## src/rtl/r_cordic_unit.sv

```systemverilog
// Iterative rotation-mode CORDIC: rotates (x, y) by a Q3.29 angle, one micro-rotation per clock.
// Optional gain compensation by K = 0.607252935 on the final SCALE step.
module r_cordic_unit #(
  parameter int ITERATIONS = 16,
  parameter int GAIN_COMP  = 1
) (
  input  logic        clk,
  input  logic        rst,
  input  logic [31:0] i_data_1,
  input  logic [31:0] i_data_2,
  input  logic [31:0] i_angle,
  input  logic        en,
  output logic [31:0] o_data_1,
  output logic [31:0] o_data_2,
  output logic [31:0] o_angle,
  output logic        busy,
  output logic        done_flag
);

  localparam int DATA_W = 32;
  localparam int ACC_W  = DATA_W + 2;
  localparam int PROD_W = ACC_W + DATA_W;

  localparam logic signed [DATA_W-1:0] HALF_PI = 32'sh3243F6A8;
  localparam logic signed [DATA_W-1:0] PI      = 32'sh6487ED51;
  localparam logic signed [DATA_W-1:0] K_GAIN  = 32'sh26DD3B6A;
  localparam logic [3:0]               LAST_IT = 4'(ITERATIONS - 1);

  typedef enum logic [1:0] {IDLE, ITER, SCALE, DONE} state_t;

  state_t                    state, state_nxt;
  logic [3:0]                it_p0;
  logic signed [ACC_W-1:0]   x_p0, y_p0;
  logic signed [DATA_W-1:0]  z_p0;

  logic signed [DATA_W-1:0]  ang_in, z_in;
  logic signed [ACC_W-1:0]   x_in, y_in;
  logic signed [ACC_W-1:0]   x_sh, y_sh, x_nxt, y_nxt;
  logic signed [DATA_W-1:0]  z_nxt;

  function automatic logic signed [DATA_W-1:0] atan_lut(input logic [3:0] idx);
    case (idx)
      4'd0:    return 32'sh1921FB54;
      4'd1:    return 32'sh0ED63383;
      4'd2:    return 32'sh07D6DD7E;
      4'd3:    return 32'sh03FAB753;
      4'd4:    return 32'sh01FF55BB;
      4'd5:    return 32'sh00FFEAAE;
      4'd6:    return 32'sh007FFD55;
      4'd7:    return 32'sh003FFFAB;
      4'd8:    return 32'sh001FFFF5;
      4'd9:    return 32'sh000FFFFF;
      4'd10:   return 32'sh00080000;
      4'd11:   return 32'sh00040000;
      4'd12:   return 32'sh00020000;
      4'd13:   return 32'sh00010000;
      4'd14:   return 32'sh00008000;
      default: return 32'sh00004000;
    endcase
  endfunction

  // Multiply by K (Q1.30) and drop 30 fraction bits; arithmetic shift rounds toward -inf.
  function automatic logic signed [DATA_W-1:0] gain_scale(input logic signed [ACC_W-1:0] v);
    logic signed [PROD_W-1:0] prod;
    prod = PROD_W'(v) * PROD_W'(K_GAIN);
    return DATA_W'(prod >>> 30);
  endfunction

  function automatic logic signed [DATA_W-1:0] wrap_out(input logic signed [ACC_W-1:0] v);
    return DATA_W'(v);
  endfunction

  // Pre-rotation by pi folds the angle into [-pi/2, pi/2], inside CORDIC convergence.
  always_comb begin
    ang_in = $signed(i_angle);
    x_in   = ACC_W'($signed(i_data_1));
    y_in   = ACC_W'($signed(i_data_2));
    z_in   = ang_in;
    if (ang_in > HALF_PI) begin
      x_in = -x_in;
      y_in = -y_in;
      z_in = ang_in - PI;
    end else if (ang_in < -HALF_PI) begin
      x_in = -x_in;
      y_in = -y_in;
      z_in = ang_in + PI;
    end
  end

  always_comb begin
    x_sh = x_p0 >>> it_p0;
    y_sh = y_p0 >>> it_p0;
    if (z_p0[DATA_W-1]) begin
      x_nxt = x_p0 + y_sh;
      y_nxt = y_p0 - x_sh;
      z_nxt = z_p0 + atan_lut(it_p0);
    end else begin
      x_nxt = x_p0 - y_sh;
      y_nxt = y_p0 + x_sh;
      z_nxt = z_p0 - atan_lut(it_p0);
    end
  end

  always_ff @(posedge clk) begin
    if (rst) begin
      state <= IDLE;
      it_p0 <= '0;
    end else begin
      state <= state_nxt;
      it_p0 <= (state == ITER) ? it_p0 + 4'd1 : 4'd0;
    end
  end

  always_comb begin
    state_nxt = state;
    busy      = 1'b0;
    done_flag = 1'b0;
    case (state)
      IDLE:  if (en) state_nxt = ITER;
      ITER: begin
        busy = 1'b1;
        if (it_p0 == LAST_IT) state_nxt = SCALE;
      end
      SCALE: begin
        busy      = 1'b1;
        state_nxt = DONE;
      end
      DONE: begin
        done_flag = 1'b1;
        state_nxt = IDLE;
      end
      default: state_nxt = IDLE;
    endcase
  end

  // Working registers: loaded on accept, updated each ITER edge, otherwise held.
  always_ff @(posedge clk) begin
    if (state == IDLE && en) begin
      x_p0 <= x_in;
      y_p0 <= y_in;
      z_p0 <= z_in;
    end else if (state == ITER) begin
      x_p0 <= x_nxt;
      y_p0 <= y_nxt;
      z_p0 <= z_nxt;
    end
  end

  always_ff @(posedge clk) begin
    if (rst) begin
      o_data_1 <= '0;
      o_data_2 <= '0;
      o_angle  <= '0;
    end else if (state == SCALE) begin
      if (GAIN_COMP != 0) begin
        o_data_1 <= gain_scale(x_p0);
        o_data_2 <= gain_scale(y_p0);
      end else begin
        o_data_1 <= wrap_out(x_p0);
        o_data_2 <= wrap_out(y_p0);
      end
      o_angle <= z_p0;
    end
  end

endmodule

```

## config.mk

```make
export PLATFORM = sky130hd
export DESIGN_NAME = r_cordic_unit
export DESIGN_NICKNAME = d
export VERILOG_FILES = /design/src/rtl/r_cordic_unit.sv
export SDC_FILE = /design/constraint.sdc
export NUM_CORES = 2
export LEC_CHECK = 0
export BUFFER_PORTS_ARGS = -buffer_cell sky130_fd_sc_hd__buf_2
export CELL_PAD_IN_SITES_DETAIL_PLACEMENT = 1
export CELL_PAD_IN_SITES_GLOBAL_PLACEMENT = 1
export CORE_MARGIN = 2
export CORE_UTILIZATION = 52
export CTS_BUF_LIST = sky130_fd_sc_hd__clkbuf_2
export DETAILED_ROUTE_END_ITERATION = 12
export PLACE_DENSITY_LB_ADDON = 0.1
export SLEW_MARGIN = 10
export SYNTH_ARGS = -nofsm -noshare
export SYNTH_HDL_FRONTEND = slang
export SYNTH_SLANG_ARGS = --single-unit
```

## constraint.sdc

```tcl
create_clock -name clk -period 10.41 [get_ports clk]
set_input_delay 1.041 -clock clk [delete_from_list [all_inputs] [get_ports clk]]
set_output_delay 1.041 -clock clk [all_outputs]
set_load 0.01 [all_outputs]
```

# Word-level counts from Yosys, hierarchy flattened
# Memories as Yosys holds them, arrays and structs flattened. A register that Yosys moved wholly into a read port is not among the register bits.
# Cells that the tools add are included.
# Widths: inputs -> output; s select.
dict set report totals {
  register_bits 202
  romBits 928
  in_bits 99
  out_inout_bits 98
  wordCells 64
  n_memories 2
}
dict set report op_classes {
  addsub 11
  n_mul 2
  magnitude_cmp 2
  n_eq_ne 6
  shifts 2
  muxes 24
  bitwise 1
  reduce_logical 6
}
# memory depth width rd rd_clocked_by_memory_dff wr line_no
set memory_table {}
lappend memory_table {{(name not given)} 16 29 1 1 0 42} ;# case (idx)
lappend memory_table {{(name not given)} 16 29 1 1 0 42}
# cell n
set op_table {}
lappend op_table {{$mux 34} 10}
lappend op_table {{$mux 32} 7}
lappend op_table {{$mul 34x30->61 const B} 2}
lappend op_table {{$add 34x34->34} 2}
lappend op_table {{$neg 32->34} 2}
lappend op_table {{$sshr 34x4->34} 2}
lappend op_table {{$sub 34x34->34} 2}
lappend op_table {{$add 32x32->32} 1}
lappend op_table {{$add 32x32->32 const B} 1}
lappend op_table {{$gt 32x31->1 const B} 1}
lappend op_table {{$lt 32x31->1 const B} 1}
lappend op_table {{$sub 32x32->32} 1}
lappend op_table {{$sub 32x32->32 const B} 1}
lappend op_table {{$mux 4} 2}
lappend op_table {{$pmux 2 s4} 1}
lappend op_table {{$add 4x1->4 const B} 1}
lappend op_table {{$eq 2x2->1 const B} 2}
lappend op_table {{$eq 4x4->1 const B} 1}
lappend op_table {{$mux 2} 2}
lappend op_table {{$reduce_or 2->1} 2}
lappend op_table {{$eq 2x1->1 const B} 1}
lappend op_table {{$logic_not 2->1} 1}
lappend op_table {{$mux 1} 2}
lappend op_table {{$ne 2x1->1 const B} 1}
lappend op_table {{5 further kinds} 5}

# Depth between registers and ports, before layout
dict set report depth {
  depth_word 5
  depth_mapped 29
  depth_no_buf 28
}

# Worst setup path after synthesis
# Ideal clock, no wire load.
dict set report synth_timing {
  kind {register -> register}
  start {register x_p0[33]}
  end {register o_data_1[31]}
  setup_ns 0.086
  t_arrival_ns 7.806
  t_required_ns 10.324
  setup_slack_ns 2.519
  stages_incl_launch_ff 22
  path_buffers 1
  period_less_slack_ns 7.891
  path_cell_list {edfxtp_1 > clkinv_1 > o21ai_0 > fa_1 > fa_1 > fa_1 > fa_1 > inv_1 > fa_1 > inv_1 > ha_1 > clkbuf_1 > a21oi_1 > o21ai_0 > a221oi_1 > a21boi_0 > nand4_1 > o21ai_0 > a211o_1 > o31ai_1 > xnor2_1 > a211oi_1}
}
dict set report synth_between {
  elab_chain_cells 1
}
# item line_no
set synth_lines {}
lappend synth_lines {{from (decl)} 33} ;# logic signed [ACC_W-1:0] x_p0, y_p0;
lappend synth_lines {{from (signal assigned)} 139} ;# x_p0 <= x_in;
lappend synth_lines {{from (signal assigned)} 143} ;# x_p0 <= x_nxt;
lappend synth_lines {{$mul 34x30->61} 65} ;# prod = PROD_W'(v) * PROD_W'(K_GAIN);
lappend synth_lines {{to (signal assigned)} 156} ;# o_data_1 <= gain_scale(x_p0);
lappend synth_lines {{to (signal assigned)} 159} ;# o_data_1 <= wrap_out(x_p0);
lappend synth_lines {{to (decl)} 13} ;# output logic [31:0] o_data_1,
# No other way between the ends.
# A chain may end at the register's enable or synchronous reset.

# Worst setup path in the final report
dict set report layout_timing {
  start {register x_p0[11]}
  end {register o_data_1[31]}
}
# Same word-level chain as after synthesis.

==> flow_metrics.py <==
metrics = {
    "status": {
        "status": "finished clean",
    },
    "sta": {
        "hold_violations": 0,
        "setup-violations-final": 0,
        "tns_ns": 0,
        "finalCritPeriodShare": 0.891,
        "final_max_slew_viol_count": 0,
        "finalClockSkew_ns": 0.198,
        "relSlewSlack": 0.219,
        "worstMarginPinSlew_ns": 1.17,
        "period_needed_ns": 9.27,
        "fmax_mhz": 108,
        "rsz0062_at_grt": "no",
    },
    "floorplan": {
        "core_um2": 115000,
        "io_pins": 197,
        "num_rows": 124,
        "initial_core_util": 0.526,
        "die_area_um2": 119000,
        "die_w_um": 345,
        "die-height_um": 345,
    },
    "synthesis": {
        "async_flop_share": 0,
        "synth_cells": 6559,
        "synth_warnings": 0,
        "ys.flop_type": "dfxtp_1",
        "mappedNetlistNets": 8407,
        "synth-edff-count": 100,
        "ys_types": 94,
        "syn_avg_cell_area_um2": 9.20,
        "seq_area_frac_synth": 0.0929,
        "synth-seq-cells": 230,
        "netlist_area_um2": 60300,
    },
    "place": {
        "post-dp-hpwl_mm": 185,
        "gp_congestion": 1.04,
        "portBuffers": 196,
    },
    "cells_and_area": {
        "drive_above_1_share": 0.0766,
        "register_area_um2": 5620,
        "final_cell_mix": "1402 x inv_1, 901 x fa_1, 847 x ha_1",
        "multi_input_area_um2": 48800,
        "final_common_cell": "inv_1",
        "nets": 8555,
        "fillers": 13400,
        "area_growth_pct": 5.53,
    },
    "global_route": {
        "overflow": 0,
        "track_usage": 0.364,
        "grt_pass1_vias": 53000,
        "grt_pass1_wl_mm": 323,
        "grt_max_degree": 73,
        "antenna_found_initial": 9,
    },
    "setup_path": {
        "rr_startpoint": "x_p0[11]$_DFFE_PP_",
        "worstSetupStartpointType": "flip-flop",
        "reg2reg_slack_ns": 1.14,
        "path_class": "reg2reg",
        "crit_end": "o_data_1[31]$_SDFFE_PP0P_",
        "required_ns": 11.58,
        "startpoint": "x_p0[11]$_DFFE_PP_",
        "cp_data_arrival_time_ns": 10.44,
        "reg2reg_depth": 27,
        "r2r-end": "o_data_1[31]$_SDFFE_PP0P_",
        "cp_max_fo": 15,
        "crit_path_end_kind": "flip-flop",
    },
    "route": {
        "via_per_inst": 5.88,
        "wl_per_cell_um": 25.8,
        "drtPass1Iterations": 5,
        "drt-initial-drc-count": 3034,
        "drc": 0,
        "finalWirelength_mm": 214,
        "vias": 48700,
        "ant_nets": 0,
    },
    "hold_path": {
        "hold_class": "in2reg",
    },
    "clock_network": {
        "numCtsBuffers": 71,
        "ctsHtreeMaxLevel": 3,
        "cts_buffer_depth": 3,
        "clock_sinks": 230,
        "cts_tree": "built",
        "postCtsSetupRepairBufs": 0,
        "clk_pin_slew_ns": 0.10,
        "clkLatencyLatePin_ns": 1.40,
        "cts-root-buf": "clkbuf_2",
    },
    "flow_run": {
        "drv_cap": 0,
    },
}
-- cells in the mapped netlist, types with 14 or more instances --
cell / number / area (um^2)
inv_1: 1403 / 5270
fa_1: 901 / 18000
ha_1: 848 / 10600
a21oi_1: 362 / 1810
nand2_1: 331 / 1240
nor2_1: 326 / 1220
o21ai_0: 274 / 1370
xor2_1: 268 / 2350
xnor2_1: 236 / 2070
a21o_1: 165 / 1240
dfxtp_1: 130 / 2600
clkbuf_1: 119 / 447
edfxtp_1: 100 / 3000
mux2i_1: 100 / 1000
nor3_1: 73 / 365
nand3_1: 67 / 335
mux4_2: 66 / 1490
a31oi_1: 51 / 319
nor2b_1: 45 / 282
a211oi_1: 42 / 315
mux2_2: 40 / 450
nand2b_1: 35 / 219
o21a_1: 35 / 263
o31ai_1: 31 / 233
buf_1: 28 / 105
nand4_1: 28 / 175
and3_1: 27 / 169
and2_1: 26 / 163
o22ai_1: 26 / 163
buf_2: 22 / 110
a22oi_1: 20 / 150
nor4_1: 20 / 125
o211ai_1: 19 / 143
or3_1: 19 / 119
or2_2: 18 / 113
o21bai_1: 17 / 128
a22o_1: 16 / 140
a221oi_1: 14 / 123
-- what timing repair did --
action | in CTS | in global routing
gates resized for setup | 0 | 0
hold endpoints to repair | 11 | 0
hold buffers | 11 | 0
-- per-layer routing --
| metal | track usage | share of wire |
|---|---|---|
| met5 | 0 | 0.00018 |
| met4 | 0.185 | 0.058 |
| met3 | 0.0518 | 0.055 |
| met2 | 0.616 | 0.48 |
| met1 | 0.454 | 0.40 |
-- final cells by class --
type / count / share of cell area
Clock buffer: 97 / 0.00762
Timing Repair Buffer: 252 / 0.0225
Clock inverter: 27 / 0.00299
Multi-Input combinational cell: 4745 / 0.766
Inverter: 1407 / 0.0829
Antenna cell: 9 / 0.000354
Tap cell: 1512 / 0.0297
Sequential cell: 230 / 0.0882
-- through the flow --
step | cell area, um^2 | hold slack, ns | worst slack [ns] | std cells | utilization
floorplan | 60300 | 0.479 | 2.52 | 6559 | -
global placement | 62900 | 0.432 | 1.53 | 8135 | 0.548
detailed placement | 62900 | 0.436 | 1.39 | 8135 | 0.548
CTS | 63700 | 0.00167 | 1.10 | 8270 | 0.555
global route | 63700 | 0.111 | 0.653 | 8278 | 0.555
finish | 63700 | 0.151 | 1.14 | 8279 | 0.555
-- how the worst min path moves through the flow --
stage / start / to / slack (ns) / cells past startpoint
detailed placement: o_data_1[16]$_SDFFE_PP0P_ / o_data_1[16]$_SDFFE_PP0P_ / 0.44 / 2
finish: i_data_2[0] / y_p0[0]$_DFFE_PP_ / 0.15 / 3
floorplan: o_data_1[10]$_SDFFE_PP0P_ / o_data_1[10]$_SDFFE_PP0P_ / 0.48 / 2
global placement: o_data_2[30]$_SDFFE_PP0P_ / o_data_2[30]$_SDFFE_PP0P_ / 0.43 / 2
CTS: i_data_1[11] / x_p0[11]$_DFFE_PP_ / 0.002 / 3
global route: i_data_1[22] / x_p0[22]$_DFFE_PP_ / 0.11 / 3
-- cell families (layout without fill, tap and decap cells) --
logic type | Yosys count | after routing | synth area share
buf+inv | 1584 | 1783 | 0.0999
fa+ha+maj | 1749 | 1749 | 0.475
simple gates | 1079 | 1079 | 0.0842
compound gates | 1202 | 1202 | 0.125
xor+xnor | 505 | 505 | 0.0734
mux | 210 | 210 | 0.0497
flops | 230 | 230 | 0.0929
other cells | 0 | 9 | 0
-- critical path, cell delays in order (launching register included) --
cell and delay [ns]:
edfxtp_1 0.80, ha_1 0.48, xor2_1 0.23, ha_1 0.23, a21oi_1 0.25, inv_1 0.09, ha_1 0.29, inv_1 0.05
fa_1 0.50, inv_1 0.05, fa_1 0.53, inv_1 0.08, fa_1 0.55, inv_1 0.05, fa_1 0.48, fa_1 0.49
ha_1 0.33, a21o_1 0.20, a21oi_1 0.23, nor4b_1 0.92, a2111oi_0 0.29, buf_4 0.23, nor3_1 0.33, o21ai_0 0.33
a211o_1 0.39, o31ai_1 0.27, xnor2_1 0.13, a211oi_1 0.24
Power is not shown: default switching activity piles up to over one toggle a cycle in this logic, so the estimate is an artifact.
